===== src/rtl/i2c_tof_target.sv =====
// i2c_tof_target: I2C target that emulates the ToF sensor side of the link.
// It decodes a 7-bit address, a 16-bit big-endian register pointer and burst
// writes/reads, and backs them with an external byte memory.
//
// Ports:
//   clk        system clock; SCL/SDA are oversampled on it
//   rst_n      asynchronous active-low reset
//   scl_in     raw SCL pad level
//   sda_in     raw SDA pad level
//   sda_oe     1 = pull SDA low, 0 = release
//   mem_addr   byte address into the backing memory
//   mem_wdata  write data
//   mem_we     single-cycle write strobe
//   mem_re     single-cycle read strobe
//   mem_rdata  read data, valid one clk after mem_re
//   busy       high from an addressed START until STOP or abort
module i2c_tof_target #(
  parameter logic [6:0] DEV_ADDR = 7'h29,
  parameter int         SDA_HOLD = 4  // must be >= 1
) (
  input  logic        clk,
  input  logic        rst_n,
  input  logic        scl_in,
  input  logic        sda_in,
  output logic        sda_oe,
  output logic [15:0] mem_addr,
  output logic [7:0]  mem_wdata,
  output logic        mem_we,
  output logic        mem_re,
  input  logic [7:0]  mem_rdata,
  output logic        busy
);

  typedef enum logic [3:0] {
    IDLE, ADDR, ADDR_ACK, PTR_HI, PTR_HI_ACK, PTR_LO, PTR_LO_ACK,
    WR_DATA, WR_ACK, RD_DATA, RD_ACK, IGNORE
  } state_t;

  state_t state, state_d;

  // [1:0] two-stage synchronizer, [2] history for edge detection
  logic [2:0]  scl_q, sda_q;
  logic [2:0]  bit_cnt;
  logic        phase;     // ACK states: set once the fall ending bit 8 was seen
  logic        rw;
  logic [7:0]  rx, tx, ptr_hi;
  logic [15:0] ptr;
  logic        re_d;
  logic        hold_act, pend;
  logic [7:0]  hold_cnt;

  logic scl_s, scl_h, sda_s, sda_h;
  logic scl_rise, scl_fall, start, stop, byte_done;
  logic [7:0] rx_nxt;

  assign scl_s = scl_q[1];
  assign scl_h = scl_q[2];
  assign sda_s = sda_q[1];
  assign sda_h = sda_q[2];

  assign scl_rise  = scl_s & ~scl_h;
  assign scl_fall  = ~scl_s & scl_h;
  assign start     = scl_s & scl_h & ~sda_s & sda_h;
  assign stop      = scl_s & scl_h & sda_s & ~sda_h;
  assign rx_nxt    = {rx[6:0], sda_s};
  assign byte_done = scl_rise && (bit_cnt == 3'd7);

  // Control decoded from the current state and bus events
  logic pend_d, do_we, do_re, ld_ptr, ld_ptr_hi, shift_tx, busy_set, busy_clr;

  always_ff @(posedge clk or negedge rst_n) begin
    if (!rst_n) state <= IDLE;
    else        state <= state_d;
  end

  always_comb begin
    state_d   = state;
    pend_d    = 1'b0;   // every SCL fall releases SDA unless a state drives it
    do_we     = 1'b0;
    do_re     = 1'b0;
    ld_ptr    = 1'b0;
    ld_ptr_hi = 1'b0;
    shift_tx  = 1'b0;
    busy_set  = 1'b0;
    busy_clr  = 1'b0;
    if (stop) begin
      state_d  = IDLE;
      busy_clr = 1'b1;
    end else if (start) begin
      state_d = ADDR;
    end else begin
      case (state)
        ADDR: if (byte_done) begin
          if (rx_nxt[7:1] == DEV_ADDR) begin
            state_d  = ADDR_ACK;
            busy_set = 1'b1;
            do_re    = rx_nxt[0];  // prefetch first read byte during the ACK
          end else begin
            state_d  = IGNORE;
            busy_clr = 1'b1;
          end
        end
        ADDR_ACK: if (scl_fall) begin
          if (!phase)  pend_d = 1'b1;
          else if (rw) begin
            state_d = RD_DATA;
            pend_d  = ~tx[7];
          end else     state_d = PTR_HI;
        end
        PTR_HI: if (byte_done) begin
          state_d   = PTR_HI_ACK;
          ld_ptr_hi = 1'b1;
        end
        PTR_HI_ACK: if (scl_fall) begin
          if (!phase) pend_d  = 1'b1;
          else        state_d = PTR_LO;
        end
        PTR_LO: if (byte_done) begin
          state_d = PTR_LO_ACK;
          ld_ptr  = 1'b1;
        end
        PTR_LO_ACK: if (scl_fall) begin
          if (!phase) pend_d  = 1'b1;
          else        state_d = WR_DATA;
        end
        WR_DATA: if (byte_done) begin
          state_d = WR_ACK;
          do_we   = 1'b1;
        end
        WR_ACK: if (scl_fall) begin
          if (!phase) pend_d  = 1'b1;
          else        state_d = WR_DATA;
        end
        RD_DATA: begin
          // bit_cnt==0 only on the first fall after RD_ACK: MSB not yet shifted
          if (scl_fall) begin
            if (bit_cnt != 3'd0) begin
              shift_tx = 1'b1;
              pend_d   = ~tx[6];
            end else begin
              pend_d   = ~tx[7];
            end
          end
          if (byte_done) state_d = RD_ACK;
        end
        RD_ACK: if (scl_rise) begin
          if (!sda_s) begin
            state_d = RD_DATA;
            do_re   = 1'b1;
          end else begin
            state_d  = IGNORE;
            busy_clr = 1'b1;
          end
        end
        default: ;
      endcase
    end
  end

  always_ff @(posedge clk or negedge rst_n) begin
    if (!rst_n) begin
      scl_q     <= 3'b111;  // bus idles high; avoids a false edge after reset
      sda_q     <= 3'b111;
      bit_cnt   <= '0;
      phase     <= 1'b0;
      rw        <= 1'b0;
      rx        <= '0;
      tx        <= '0;
      ptr_hi    <= '0;
      ptr       <= '0;
      re_d      <= 1'b0;
      mem_we    <= 1'b0;
      mem_re    <= 1'b0;
      mem_addr  <= '0;
      mem_wdata <= '0;
      busy      <= 1'b0;
      hold_act  <= 1'b0;
      hold_cnt  <= '0;
      pend      <= 1'b0;
      sda_oe    <= 1'b0;
    end else begin
      scl_q <= {scl_q[1:0], scl_in};
      sda_q <= {sda_q[1:0], sda_in};

      if (start || stop || (state_d != state)) bit_cnt <= '0;
      else if (scl_rise)                       bit_cnt <= bit_cnt + 3'd1;

      if (start || stop || (state_d != state)) phase <= 1'b0;
      else if (scl_fall)                       phase <= 1'b1;

      if (scl_rise) rx <= rx_nxt;
      if (byte_done && (state == ADDR)) rw <= rx_nxt[0];

      // Strobes are committed on the SCL rise and issue regardless of a
      // following START/STOP.
      mem_we <= do_we;
      mem_re <= do_re;
      re_d   <= mem_re;
      if (do_we) begin
        mem_addr  <= ptr;
        mem_wdata <= rx_nxt;
        ptr       <= ptr + 16'd1;
      end else if (do_re) begin
        mem_addr  <= ptr;
        ptr       <= ptr + 16'd1;
      end else if (ld_ptr) begin
        ptr       <= {ptr_hi, rx_nxt};
      end
      if (ld_ptr_hi) ptr_hi <= rx_nxt;

      if (re_d)          tx <= mem_rdata;
      else if (shift_tx) tx <= {tx[6:0], 1'b0};

      if (busy_clr)      busy <= 1'b0;
      else if (busy_set) busy <= 1'b1;

      // SDA only changes SDA_HOLD clocks after a detected SCL fall
      if (start || stop) begin
        hold_act <= 1'b0;
        sda_oe   <= 1'b0;
      end else if (scl_fall) begin
        hold_act <= 1'b1;
        hold_cnt <= '0;
        pend     <= pend_d;
      end else if (hold_act) begin
        if (hold_cnt == 8'(SDA_HOLD - 1)) begin
          sda_oe   <= pend;
          hold_act <= 1'b0;
        end else begin
          hold_cnt <= hold_cnt + 8'd1;
        end
      end
    end
  end

endmodule


===== config.mk =====
export PLATFORM = sky130hd
export DESIGN_NAME = i2c_tof_target
export DESIGN_NICKNAME = d
export VERILOG_FILES = /design/src/rtl/i2c_tof_target.sv
export SDC_FILE = /design/constraint.sdc
export NUM_CORES = 1
export LEC_CHECK = 0
export ABC_CLOCK_PERIOD_IN_PS = 2600
export BUFFER_PORTS_ARGS = -buffer_cell sky130_fd_sc_hd__buf_2
export CAP_MARGIN = 20
export CORE_MARGIN = 1
export CORE_UTILIZATION = 35
export CTS_CLUSTER_DIAMETER = 80
export DETAILED_ROUTE_END_ITERATION = 10
export GPL_TIMING_DRIVEN = 1
export PLACE_DENSITY_LB_ADDON = 0.25
export SYNTH_ARGS = -nofsm -noshare
export SYNTH_HDL_FRONTEND = slang
export SYNTH_SLANG_ARGS = --single-unit

===== constraint.sdc =====
create_clock -name clk -period 2.6 [get_ports clk]
set_input_delay 0.39 -clock clk [delete_from_list [all_inputs] [get_ports clk]]
set_output_delay 0.39 -clock clk [all_outputs]
set_load 0.01 [all_outputs]

# Yosys cells after proc, flatten, opt, wreduce, memory -nomap -nowiden
# Cells that the tools add are included.
# W data, S select, Z words.
# classes
muxes	83
eq_ne	16
n_bitwise	14
reduce_logical	19
addsub	3
# op_table
operator	count
$mux W16	5
$mux W4	16
$mux W1	50
$mux W8	5
$pmux W4 S9	1
$add A16 B1 Y16 const B	1
$eq A4 B3 Y1 const B	4
$reduce_bool A2 Y1	8
$eq A4 B4 Y1 const B	3
$add A8 B1 Y8 const B	1
$eq A4 B2 Y1 const B	2
$eq A8 B2 Y1 const B	1
$and A1 B1 Y1	7
$eq A7 B6 Y1 const B	1
$not A1 Y1	7
$mux W3	2
$reduce_and A3 Y1	2
$reduce_bool A3 Y1	2
$eq A4 B1 Y1 const B	1
$ne A4 B4 Y1	1
$pmux W1 S2	2
$add A3 B1 Y3 const B	1
$eq A3 B3 Y1 const B	1
$pmux W1 S3	1
8 further kinds	10
# totals
register_bits	93
word_cells	155

# Longest topological paths before layout
# depth
word_depth	10
ltp_mapped	11
depth_no_buf	9

# Worst setup path before layout
# No wires, ideal clock.
# synth_timing
path_kind	reg2reg
start	register bit_cnt[0]
end	register ptr[2]
setup_slack_ps	462
n_path_buf	1
period_less_slack_ps	2138
arrival_time_ps	2012
stages_incl_launch_ff	11
t_required_ps	2474
cell_sequence	dfrtp_1 -> ha_1 -> ha_1 -> and4b_4 -> nand2_1 -> o31a_1 -> inv_2 -> nor2_1 -> buf_2 -> o21ai_0 -> a221o_1
# synth_via
elab_chain_cells	8
# synth_lines
item	line	text
start, declared	43	logic [2:0] bit_cnt;
start signal, assigned	186	else if (scl_rise) bit_cnt <= bit_cnt + 3'd1;
$eq A3 B3 Y1 *	66	assign byte_done = scl_rise && (bit_cnt == 3'd7);
$logic_and A1 B1 Y1 *	66	
$mux W1 *	93	ADDR: if (byte_done) begin
$pmux W1 S2 *	92	case (state)
$mux W1 *	89	end else if (start) begin
$mux W1 *	86	if (stop) begin
net do_re	69	logic pend_d, do_we, do_re, ld_ptr, ld_ptr_hi, shift_tx, busy_set, busy_clr;
$mux W16	203	end else if (do_re) begin
$mux W16	199	if (do_we) begin
end signal, assigned	202	ptr <= ptr + 16'd1;
end signal, assigned	205	ptr <= ptr + 16'd1;
end signal, assigned	207	ptr <= {ptr_hi, rx_nxt};
end, declared	47	logic [15:0] ptr;
# Mark *: on every way through the listed nets, which the timed path passes. The rest lies on a longest branch.
# A chain may end at the register's enable or synchronous reset.

# Final worst setup path
# layout_timing
start	register bit_cnt[1]
end	register ptr[12]
# The elaborated chain is that of the path after synthesis.

==> results.md <==
* Run status: finished clean
* Largest net degree at the start of global routing at 47
* Largest cells by area after synthesis: dfrtp_1, nand2_1, dfstp_2, mux2_2, o21ai_0
* Root Buffer: clkbuf_16
* Skew final at 0.0137 ns
* Die area at 13000 µm²
* Max-cap viol count at 0
* Post-Syn Area per Cell at 9.79 µm²
* Initial core utilization at 36.2%
* Pwr Density at 855 nW/µm²
* Post-Syn Area at 4400 µm²
* Netlist cell types at 61
* Core Region at 12200 µm²
* Max Clk Rate at 0.415 GHz
* Clock latency on the worst-skew pair at 0.35 ns
* # port buffers at 39
* Post-Layout Cell Count at 670
* Num rows at 40
* Final Hold Fails at 0
* Post-synthesis net count at 467
* DP Cell Count at 654
* CP dominant cell by count: ha_1
* Area leader, netlist: dfrtp_1
* Clk sink count at 93
* EDFF count, synth at 0
* Maximum fanout along the worst path at 6
* Ordered cell list for the critical path: ha_1 > ha_1 > and4b_4 > nand2_1 > o31a_1 > inv_2 > nor3_2 > buf_4 > a21oi_1 > o221a_2
* Routed vias/inst at 5.19
* Htree depth at 3
* Post-synth top area share at 49.4%
* Total gr overflow at 0
* Crit path launch type: register
* Number of global-route vias before repair at 3320
* Commonest non-fill, non-tap cell in the layout: nand2_1
* Io pins at 40
* Pre-antenna DRT Iters at 5
* Seq/Total Area, Yosys at 53.0%
* DP HPWL at 7.08 mm
* CTS tree: done
* Vias after detailed routing at 3476
* Fraction of layout instances using a drive strength above 1 at 20.7%
* Post-Synthesis Cells at 450
* Max-slew violations at 0
* Ys flop type: dfrtp_1
* Most frequent cells in the layout: nand2_1, dfrtp_1, buf_2, nor2_1, o21ai_0
* Slew margin rel. at 56.8%
* Critical path class: reg -> reg
* Detailed-route wire length per cell at 14.8 µm
* Total track usage at 16.8%
* CP max stage cell: dfrtp_1
* Max stage delay on crit path at 0.39 ns
* ANT cells at 0
* Drt total wl at 9.95 mm
* P_leak at 2.51 nW
* GPL Wtd Cong at 0.845
* Synth warn at 0
* DR iter-0 viols at 199
* Num CTS Buffers at 9
* Final period util at 92.7%
* Post-route setup TNS at 0 ns
* Hold_buf cts at 0
* Die Span X at 114 µm
* Post-synth ARST share at 100%
* Final #Nets at 514
* Register bit total from synthesis at 93
* Tmin final at 2.41 ns
* Worst-path clk slew at 0.07 ns
* Crit. End Element: register
* Min-delay worst type: in -> async
* RSZ-0062 raised after global routing: false
* Worst VDD drop at 0.357 mV
* Endpoints failing setup at 0
* P&R area growth vs syn at 17.7%
* First-pass GRT wire length at 16.8 mm
* Post-DRT Antenna Nets at 0
* Antenna violations before repair at 0
* Clock Path Buffers at 2
* CP Data Arrival Time at 2.65 ns
* DRC viols at 0
* Worst EP required at 2.84 ns
* Worst-Margin Slew at 0.642 ns
* Die Span Y at 114 µm
-- power by group --
group	leakage, nW	switching (W)	internal [W]
Sequential	1.22	0.000288	0.00172
Clock	0.149	0.000558	0.000803
Combinational	1.14	0.000570	0.000498
Total	2.51	0.00142	0.00302
-- Yosys cell counts, types with 9 or more instances --
cell	number
nand2b_1	9
o21ai_0	27
mux2_2	13
buf_2	9
inv_1	12
nand3_1	15
mux2i_1	10
dfrtp_1	87
nor2_1	29
clkbuf_1	10
nand2_1	96
a21oi_1	13
-- routing by layer --
layer	vias to the layer above	part of all wire, %	routed length (µm)	global-route usage, %
met5	-	0	0	0
met4	0	0.76	76	8.66
met3	4	3.6	360	3.07
met2	77	45	4450	24.2
met1	1714	51	5070	24.0
li1	1681	-	-	-
-- cell families (layout without fill, tap and decap cells) --
kind of cell             count (synthesis)  in the layout  synth area share (%)
multiplexers                            23             23                  5.60
flip-flops                              93             93                  53.0
XOR/XNOR                                 9              9                  1.79
adder cells (fa/ha/maj)                  6              6                  1.65
buffers and inverters                   36             88                  3.32
AO/OA/AOI/OAI                           86             86                  13.3
AND/OR/NAND/NOR                        197            197                  21.4
-- final cells by class --
class / count / area [µm²]
Fill cell: 1194 / 6980
Sequential cell: 93 / 2330
Multi-Input combinational cell: 321 / 1930
Timing Repair Buffer: 59 / 348
Clock buffer: 12 / 256
Tap cell: 168 / 210
Clock inverter: 4 / 55.1
Inverter: 13 / 48.8
-- metrics by stage --
stage / area [µm²] / setup slack (ns) / total power [W] / hold WS [ns] / util, %
4_1_cts: 5180 / 0.115 / 0.00449 / 0.0763 / 42.6
5_1_grt: 5180 / 0.0470 / 0.00473 / 0.0971 / 42.6
2_1_floorplan: 4400 / 0.462 / 0.00274 / 0.0944 / -
3_3_place_gp: 4870 / 0.211 / 0.00308 / 0.347 / 40.0
6_report: 5180 / 0.191 / 0.00443 / 0.0427 / 42.6
3_5_place_dp: 4870 / 0.122 / 0.00310 / 0.347 / 40.0
-- worst max-delay path, delay by kind of cell, from the launching register on --
| family | cells | cell delay [ns] |
|---|---|---|
| AO/OA/AOI/OAI | 3 | 0.54 |
| adder cells (fa/ha/maj) | 2 | 0.40 |
| buffers and inverters | 2 | 0.30 |
| flip-flops | 1 | 0.39 |
| AND/OR/NAND/NOR | 3 | 0.68 |
-- sequential cells by signal, indices dropped and copies added, names as in the netlist, 3 cells and up --
name	flops
bit_cnt	3
mem_wdata	8
ptr_hi	8
scl_q	3
sda_q	3
hold_cnt	8
rx	7
mem_addr	16
state	4
ptr	16
tx	8
-- timing repair --
| item | in CTS | in global routing |
|---|---|---|
| buffers inserted | 0 | 0 |
| endpoints found under the setup margin | 0 | 2 |
| gates resized for setup | 0 | 1 |
-- path summary, 6_finish.rpt --
kind | depth (start not counted) | start | end | slack (ns)
hold reg to reg | 0 | sda_q[0]$_DFF_PN1_ | sda_q[1]$_DFF_PN1_ | 0.35
setup reg to reg | 10 | bit_cnt[1]$_DFFE_PN0P_ | ptr[12]$_DFFE_PN0P_ | 0.19
min in group clk | 1 | scl_in | scl_q[0]$_DFF_PN1_ | 0.13
hold / removal | 1 | rst_n | tx[3]$_DFFE_PN0P_ | 0.04
max in group asynchronous | 2 | rst_n | scl_q[2]$_DFF_PN1_ | 1.77
setup / recovery | 10 | bit_cnt[1]$_DFFE_PN0P_ | ptr[12]$_DFFE_PN0P_ | 0.19
Note: power is estimated with default switching activity, not from simulation.
